<file path="config.mk">
export PLATFORM = sky130hd
export DESIGN_NAME = seq_1101_frame_tx
export DESIGN_NICKNAME = d
export VERILOG_FILES = /design/src/rtl/seq_1101_frame_tx.sv
export SDC_FILE = /design/constraint.sdc
export NUM_CORES = 1
export LEC_CHECK = 0
export ABC_AREA = 1
export CORE_MARGIN = 3
export CORE_UTILIZATION = 53
export DETAILED_ROUTE_END_ITERATION = 12
export PLACE_DENSITY = 0.8
export SETUP_SLACK_MARGIN = 0.5
export SLEW_MARGIN = 15
export SYNTH_ARGS = -nofsm -noshare
export SYNTH_HDL_FRONTEND = slang
export SYNTH_SLANG_ARGS = --single-unit
export TNS_END_PERCENT = 1
</file>
<file path="constraint.sdc">
create_clock -name clock_i -period 1.7 [get_ports clock_i]
set_clock_uncertainty 0.1 [all_clocks]
set_input_delay 0.17 -clock clock_i [delete_from_list [all_inputs] [get_ports clock_i]]
set_output_delay 0.17 -clock clock_i [all_outputs]
set_load 0.02 [all_outputs]
</file>
<file path="src/rtl/seq_1101_frame_tx.sv">
// Serial frame transmitter: shifts a parallel word out MSB first under a
// start/busy/done handshake, with a golden predictor for overlapping PATTERN hits.
module seq_1101_frame_tx #(
  parameter int unsigned WIDTH   = 16,
  parameter logic [3:0]  PATTERN = 4'b1101,
  parameter int unsigned CNT_W   = 8
) (
  input  logic             clock_i,
  input  logic             reset_i,
  input  logic             start_i,
  input  logic [WIDTH-1:0] data_i,
  output logic             dout_o,
  output logic             dvalid_o,
  output logic             busy_o,
  output logic             done_o,
  output logic             exp_match_o,
  output logic [CNT_W-1:0] match_count_o
);

  localparam int unsigned BCNT_W = $clog2(WIDTH);

  typedef enum logic [1:0] {
    S_IDLE,
    S_SHIFT,
    S_DONE
  } state_e;

  state_e             state_q;
  logic [WIDTH-1:0]   shreg_q;
  logic [BCNT_W-1:0]  bit_cnt_q;
  logic               dout_q;
  logic               dvalid_q;
  logic               busy_q;
  logic               done_q;
  logic [2:0]         hist_q;
  logic [CNT_W-1:0]   match_count_q;
  logic [CNT_W-1:0]   match_count_d;
  logic               exp_match;

  // The last three emitted bits plus the bit on dout complete the pattern.
  assign exp_match = (hist_q == PATTERN[3:1]) && dout_q && dvalid_q;

  // NOTE: every signal driven here gets a default first, so no latch is inferred.
  always_comb begin
    match_count_d = match_count_q;
    if (exp_match && (match_count_q != {CNT_W{1'b1}})) begin
      match_count_d = match_count_q + CNT_W'(1);
    end
  end

  // NOTE: state uses non-blocking assignments so every register samples
  // pre-edge values; a later assignment in the block overrides an earlier one.
  always_ff @(posedge clock_i or negedge reset_i) begin
    if (!reset_i) begin
      state_q       <= S_IDLE;
      shreg_q       <= '0;
      bit_cnt_q     <= '0;
      dout_q        <= 1'b0;
      dvalid_q      <= 1'b0;
      busy_q        <= 1'b0;
      done_q        <= 1'b0;
      hist_q        <= '0;
      match_count_q <= '0;
    end else begin
      hist_q        <= {hist_q[1:0], dout_q};
      match_count_q <= match_count_d;
      case (state_q)
        S_IDLE: begin
          if (start_i) begin
            state_q       <= S_SHIFT;
            // shreg holds only the bits still to be sent; the MSB goes straight to dout.
            shreg_q       <= {data_i[WIDTH-2:0], 1'b0};
            dout_q        <= data_i[WIDTH-1];
            dvalid_q      <= 1'b1;
            busy_q        <= 1'b1;
            bit_cnt_q     <= BCNT_W'(WIDTH - 1);
            match_count_q <= '0;
          end
        end
        S_SHIFT: begin
          if (bit_cnt_q == '0) begin
            state_q  <= S_DONE;
            dout_q   <= 1'b0;
            dvalid_q <= 1'b0;
            busy_q   <= 1'b0;
            done_q   <= 1'b1;
          end else begin
            dout_q    <= shreg_q[WIDTH-1];
            shreg_q   <= {shreg_q[WIDTH-2:0], 1'b0};
            bit_cnt_q <= bit_cnt_q - BCNT_W'(1);
          end
        end
        S_DONE: begin
          state_q <= S_IDLE;
          done_q  <= 1'b0;
        end
        default: begin
          state_q <= S_IDLE;
        end
      endcase
    end
  end

  assign dout_o        = dout_q;
  assign dvalid_o      = dvalid_q;
  assign busy_o        = busy_q;
  assign done_o        = done_q;
  assign exp_match_o   = exp_match;
  assign match_count_o = match_count_q;

endmodule

</file>
==> results of run 1 <==
-- flip-flops by register name (all words and copies together), names as in the netlist --
| register | flops |
|---|---|
| busy_o | 1 |
| shreg_q | 15 |
| hist_q | 3 |
| dout_o | 1 |
| state_q | 2 |
| match_count_o | 8 |
| done_o | 1 |
| bit_cnt_q | 4 |
-- power groups by stage --
| stage | combinational [uW] | clock [uW] | sequential [uW] |
|---|---|---|---|
| 3_3_place_gp | 1870 | 0 | 1340 |
| 2_1_floorplan | 1540 | 0 | 1380 |
| 5_1_grt | 2810 | 477 | 1370 |
| 6_report | 2590 | 427 | 1340 |
| 3_5_place_dp | 1900 | 0 | 1350 |
| 4_1_cts | 2120 | 433 | 1320 |
-- worst min path at each step --
stage / from / slack [ps] / depth (start not counted) / to
after global routing: reset_i / 150 / 2 / shreg_q[9]$_DFFE_PN0P_
after detailed placement: hist_q[0]$_DFF_PN0_ / 280 / 0 / hist_q[1]$_DFF_PN0_
final: reset_i / 130 / 2 / match_count_o[7]$_DFF_PN0_
after CTS: reset_i / 150 / 2 / done_o$_DFFE_PN0P_
after floorplan: reset_i / -230 / 0 / bit_cnt_q[0]$_DFFE_PN0P_
after global placement: hist_q[0]$_DFF_PN0_ / 260 / 0 / hist_q[1]$_DFF_PN0_
-- through the flow --
stage / power [uW] / instances / utilization / instance area, um^2 / hold WS (ps)
after floorplan: 2920 / 218 / - / 1940 / -226
after global placement: 3210 / 293 / 0.664 / 2270 / 257
after detailed placement: 3250 / 293 / 0.664 / 2270 / 277
after CTS: 3880 / 308 / 0.702 / 2400 / 150
after global routing: 4660 / 316 / 0.744 / 2540 / 147
final: 4360 / 316 / 0.744 / 2540 / 128
-- layout make-up --
| class | count | area, um^2 | share of cell area |
|---|---|---|---|
| inverters | 35 | 134 | 0.0527 |
| flip-flops and latches | 35 | 880 | 0.346 |
| clock buffers | 7 | 45.0 | 0.0177 |
| multi-input cells | 141 | 921 | 0.362 |
| well taps | 46 | 57.6 | 0.0226 |
| clock inverters | 1 | 5.00 | 0.00197 |
| repair buffers | 51 | 500 | 0.197 |
-- per-layer routing --
layer | wire length, um | global-route usage | part of all wire | vias to the layer above
li1 | - | - | - | 783
met5 | 0 | 0 | 0 | -
met4 | 106 | 0.0812 | 0.025 | 0
met2 | 2040 | 0.291 | 0.49 | 41
met3 | 203 | 0.0425 | 0.049 | 9
met1 | 1830 | 0.255 | 0.44 | 734
-- cell usage after synthesis --
cell type,instances
buf_8,1
clkbuf_8,1
dfrtp_1,35
o21ai_0,11
nand3b_1,1
nor2_2,1
xor2_1,1
nor2_4,2
inv_1,31
nand4_1,1
nand3_2,4
nand2_1,45
nor3_1,3
buf_4,1
buf_2,1
nand3_1,6
nand2_2,10
nor2_1,18
inv_2,4
o21ai_1,4
a21oi_1,4
a21oi_2,1
ha_1,2
o21ai_2,21
nand2_4,4
nor2_8,1
buf_12,1
buf_6,3
-- kinds of logic (layout without fill, tap and decap cells) --
group | Yosys count | in the layout
XOR/XNOR | 1 | 1
AND/OR/NAND/NOR | 96 | 97
AO/OA/AOI/OAI | 41 | 41
buffers and inverters | 43 | 94
adder cells (fa/ha/maj) | 2 | 2
flip-flops | 35 | 35
-- what timing repair did --
| item | 4_1_cts | 5_1_grt |
|---|---|---|
| setup buffers | 6 | 6 |
| hold endpoints to repair | 0 | 0 |
| pin swaps | 2 | 6 |
| resized for setup | 34 | 23 |
| setup endpoints to repair | 44 | 45 |
| hold buffers | 0 | 0 |
| gates cloned | 1 | 2 |
-- worst register-to-register path: stages (launching register included) --
cell,delay (ps)
dfrtp_1,390
inv_2,70
ha_4,180
buf_4,130
xor2_1,150
o21ai_0,280
o21ai_2,100
==> flow_summary.ini, run 1 <==
[run_status]
status = completed

[placed_design]
gp_congestion = 0.866
place_ws_ps = 197
placement.io_buffers = 31
dpl.hpwl_um = 2370

[cells_and_area]
layout_common_cells = nand2_1, dfrtp_1, inv_1, o21ai_2, clkdlybuf4s50_1
final_common_cell = nand2_1
nNetsFinal = 290
final.fill_count = 233
final_layout_size_suffix_gt1_frac = 0.359
antenna_cells = 0
syn2layout_area_growth_pct = 32.7

[power_and_ir_drop]
p_sw_uw = 1900
switching_share = 0.436
p_leak_uw = 0.00123
ir_drop_mv = 0.858
power_frac_comb = 0.594
p_clk_frac = 0.098
power.density_nw_per_um2 = 1720
p_int_uw = 2460
p_seq_frac = 0.308

[sta]
drv_slew = 0
fmaxAchievable_ghz = 0.655
finalCritPeriodShare = 0.898
worst_pin_slew_ps = 437
rsz0062_at_grt = yes
final_hold_viol_count = 0
setup_tns_ps = 0
finalSetupViolations = 0
timing.final.crit_period_ps = 1530
slew_headroom = 0.709
worst_slack_ps = 173

[synthesis]
synth_area_leaders = dfrtp_1, o21ai_2, nand2_1
synth_xor_area_frac = 0.00457
synth_compound_area_frac = 0.150
synthMuxAreaShare = 0
synthesis.instances = 218
ys_seq_area_frac = 0.457
yosysUniqueCellTypes = 28
synthSimpleGateAreaFrac = 0.257
synth_fa_ha_area_frac = 0.0131
yosysWarnings = 0
syn_area_um2 = 1920
synth_top_family_by_area = simple AND/OR/NAND/NOR gates
synth_area_leader_cell = dfrtp_1
synth.net_count = 239
ys_ff_latch = 35
synth_top_area_share = 0.457
avgSynthCellArea_um2 = 8.79

[critical_path]
cp_slowest_stage_delay_ps = 390
crit_path_start_kind = register
cp.arrival_ps = 1640
timing.rr.start = bit_cnt_q[1]$_DFFE_PN0P_
crit_type = register to register
reg2reg_to = bit_cnt_q[2]$_DFFE_PN0P_
crit_path_cell_trace = inv_2, ha_4, buf_4, xor2_1, o21ai_0, o21ai_2
reg2reg_slack_ps = 170
cp-endpoint = bit_cnt_q[2]$_DFFE_PN0P_
crit_path_max_fanout = 2
cp.required_ps = 1820
cp-end-kind = register
crit_start = bit_cnt_q[1]$_DFFE_PN0P_
slowest_stage = dfrtp_1
path_depth = 6
path_buf_inv = 2
crit_family = flip-flops
r2r_cells = 6

[grt]
grt_use_total = 0.189
grt_first_pass_wirelength_um = 6270
grt_max_degree = 36
antenna_found_initial = 0
grt-ovfl-total = 0
grt_pass1_vias = 1441

[detailed_routing]
firstDrtPassIters = 5
avgRoutedWirePerCell_um = 13.2
antenna_left = 0
post-route-drc-count = 0
num_vias = 1567
drt-initial-drc-count = 88
vias_per_cell = 4.96
wl_um = 4180

[die]
boundaryPins = 32
die_area_um2 = 4370
core_um2 = 3420
start_util = 0.561
die_x_um = 66.1
num_rows = 21
die_h_um = 66.1

[cts]
h-tree-depth = 2
clk-insertion-delay-late_ps = 340
cts_buffer_depth = 2
cts_tree = done
clock-root-buffer = clkbuf_4
cts_buffers = 5
clock-sinks = 35
cts.clk_slew.worst_paths_ps = 100

[flow_run]
drv_cap = 0

[worst_hold_path]
min_path_type = input port to asynchronous set/reset pin
Power figures use the tool's default switching activity.
==> run 2: changes to the inputs <==
--- a/config.mk
+++ b/config.mk
@@ -6,10 +6,11 @@
 export NUM_CORES = 1
 export LEC_CHECK = 0
 export ABC_AREA = 1
+export ABC_CLOCK_PERIOD_IN_PS = 2000
 export CORE_MARGIN = 3
-export CORE_UTILIZATION = 53
+export CORE_UTILIZATION = 57
 export DETAILED_ROUTE_END_ITERATION = 12
-export PLACE_DENSITY = 0.8
+export PLACE_DENSITY = 0.85
 export SETUP_SLACK_MARGIN = 0.5
 export SLEW_MARGIN = 15
 export SYNTH_ARGS = -nofsm -noshare
==> constraint.sdc (replaced) <==
create_clock -name clock_i -period 2 [get_ports clock_i]
set_clock_uncertainty 0.1 [all_clocks]
set_input_delay 0.2 -clock clock_i [delete_from_list [all_inputs] [get_ports clock_i]]
set_output_delay 0.2 -clock clock_i [all_outputs]
set_load 0.02 [all_outputs]
==> flow_summary.ini, run 2 (synthesized netlist as in run 1, its figures left out) <==
[run_status]
status = completed

[cells_and_area]
final_area_um2 = 2320
nNetsFinal = 273
final_layout_size_suffix_gt1_frac = 0.237
final_common_cell = nand2_1
regMostFlops = shreg_q
antenna_cells = 0
layout_common_cells = nand2_1, dfrtp_1, inv_1, clkdlybuf4s50_1, o21ai_2
largest_reg_flops = 15
syn2layout_area_growth_pct = 21.1

[critical_path]
r2r_cells = 7
crit_path_max_fanout = 10
cp.arrival_ps = 1400
cp.required_ps = 1700
reg2reg_slack_ps = 410
cp-end-kind = primary output
timing.rr.start = bit_cnt_q[0]$_DFFE_PN0P_
cp_slowest_stage_delay_ps = 420
crit_path_cell_trace = nand3_2, nor2_8, clkdlybuf4s15_2
crit_type = register to primary output
slowest_stage = dfrtp_1
reg2reg_to = bit_cnt_q[2]$_DFFE_PN0P_
crit_path_start_kind = register

[die]
die_h_um = 64.0
num_rows = 20
die_area_um2 = 4090
boundaryPins = 32
core_um2 = 3130
start_util = 0.612
die_x_um = 64.0

[cts]
h-tree-depth = 2
cts_tree = done
clock-sinks = 35
cts_buffer_depth = 2
clock-root-buffer = clkbuf_4
cts.clk_slew.worst_paths_ps = 110
clk-insertion-delay-late_ps = 340
cts_setup_buffers = 0
cts_buffers = 5

[detailed_routing]
wl_um = 3370
wl_met2_um = 1630
antenna_left = 0
post-route-drc-count = 0
num_vias = 1438
top_layer = met4
vias_per_cell = 4.84
drt-initial-drc-count = 86
dr_wl_met3_um = 104
m1WireLength_um = 1600
firstDrtPassIters = 4
avgRoutedWirePerCell_um = 11.4

[sta]
setup_tns_ps = 0
finalCritPeriodShare = 0.849
timing.final.crit_period_ps = 1700
finalSetupViolations = 0
worst_pin_slew_ps = 440
rsz0062_at_grt = yes
final_hold_viol_count = 0
slew_headroom = 0.706
drv_slew = 0
worst_slack_ps = 302
fmaxAchievable_ghz = 0.589

[grt]
grt_first_pass_wirelength_um = 5750
grt_max_degree = 36
grt-ovfl-total = 0
antenna_found_initial = 0
grt_pass1_vias = 1299
grt_use_total = 0.181

[power_and_ir_drop]
power.density_nw_per_um2 = 1410
ir_drop_mv = 0.868
p_leak_uw = 0.00112

[flow_run]
drv_cap = 0

[placed_design]
gp_congestion = 0.861
post_dp_cell_area_um2 = 2220
dpl.hpwl_um = 2410
placement.io_buffers = 31
place_ws_ps = 332

[worst_hold_path]
min_path_type = input port to asynchronous set/reset pin
run 2: cell types whose count changed in the layout (fill, tap and decap cells not counted), moves of 3 or more:
cell,delta
buf_4,-10
buf_6,-4
clkdlybuf4s15_1,-3
clkdlybuf4s50_1,+10
dfrtp_1,+3
dfrtp_2,-3
dlygate4sd2_1,-5
nand2_1,+6
nand2_4,-4
nor2_1,+4
nor2_2,-3
o21ai_0,+3
o21ai_1,-3
run 2: routing by layer:
metal	vias up	track usage
li1	745	-
met1	663	0.249
met2	25	0.280
met3	5	0.0369
met4	0	0.0728
met5	-	0
run 2: worst max-delay path: cells and delay by family (launching register included):
family	cells	cell delay, ps
flops	1	420
simple gates	2	350
buf+inv	1	290
run 2: what timing repair did:
item,in CTS,in global routing
endpoints found under the setup margin,31,38
hold buffers,0,0
resized for setup,4,1
endpoints found under the hold margin,0,0
run 2: per-stage QoR:
step | cells | util | total power (uW) | hold slack [ps]
2_1_floorplan | 218 | - | 2460 | -196
3_3_place_gp | 289 | 0.708 | 2640 | 261
3_5_place_dp | 289 | 0.708 | 2690 | 270
4_1_cts | 297 | 0.741 | 3310 | 177
5_1_grt | 297 | 0.742 | 3520 | 189
6_report | 297 | 0.742 | 3270 | 162
run 2: worst max-delay path by stage:
stage               slack, ps  depth (start not counted)                          to                        from
finish                    300                          3                 exp_match_o          dout_o$_DFFE_PN0P_
global route              250                          3                 exp_match_o          busy_o$_DFFE_PN0P_
detailed placement        330                          3                 exp_match_o          dout_o$_DFFE_PN0P_
CTS                       290                          1            match_count_o[0]  match_count_o[0]$_DFF_PN0_
global placement          350                          3                 exp_match_o          dout_o$_DFFE_PN0P_
floorplan                 530                          8  match_count_o[0]$_DFF_PN0_  match_count_o[0]$_DFF_PN0_
run 2: cell type report:
type,count,area [um^2]
well taps,44,55.1
multi-input cells,140,813
flip-flops and latches,35,876
clock buffers,6,41.3
fillers,236,808
repair buffers,35,343
inverters,35,131
clock inverters,2,60.1
run 2: power breakdown:
part / total [uW] / switching [uW] / internal (uW) / leakage [uW]
clock: 627 / 237 / 390 / 0.0000525
sequential: 1110 / 138 / 976 / 0.000439
combinational: 1530 / 938 / 590 / 0.000629
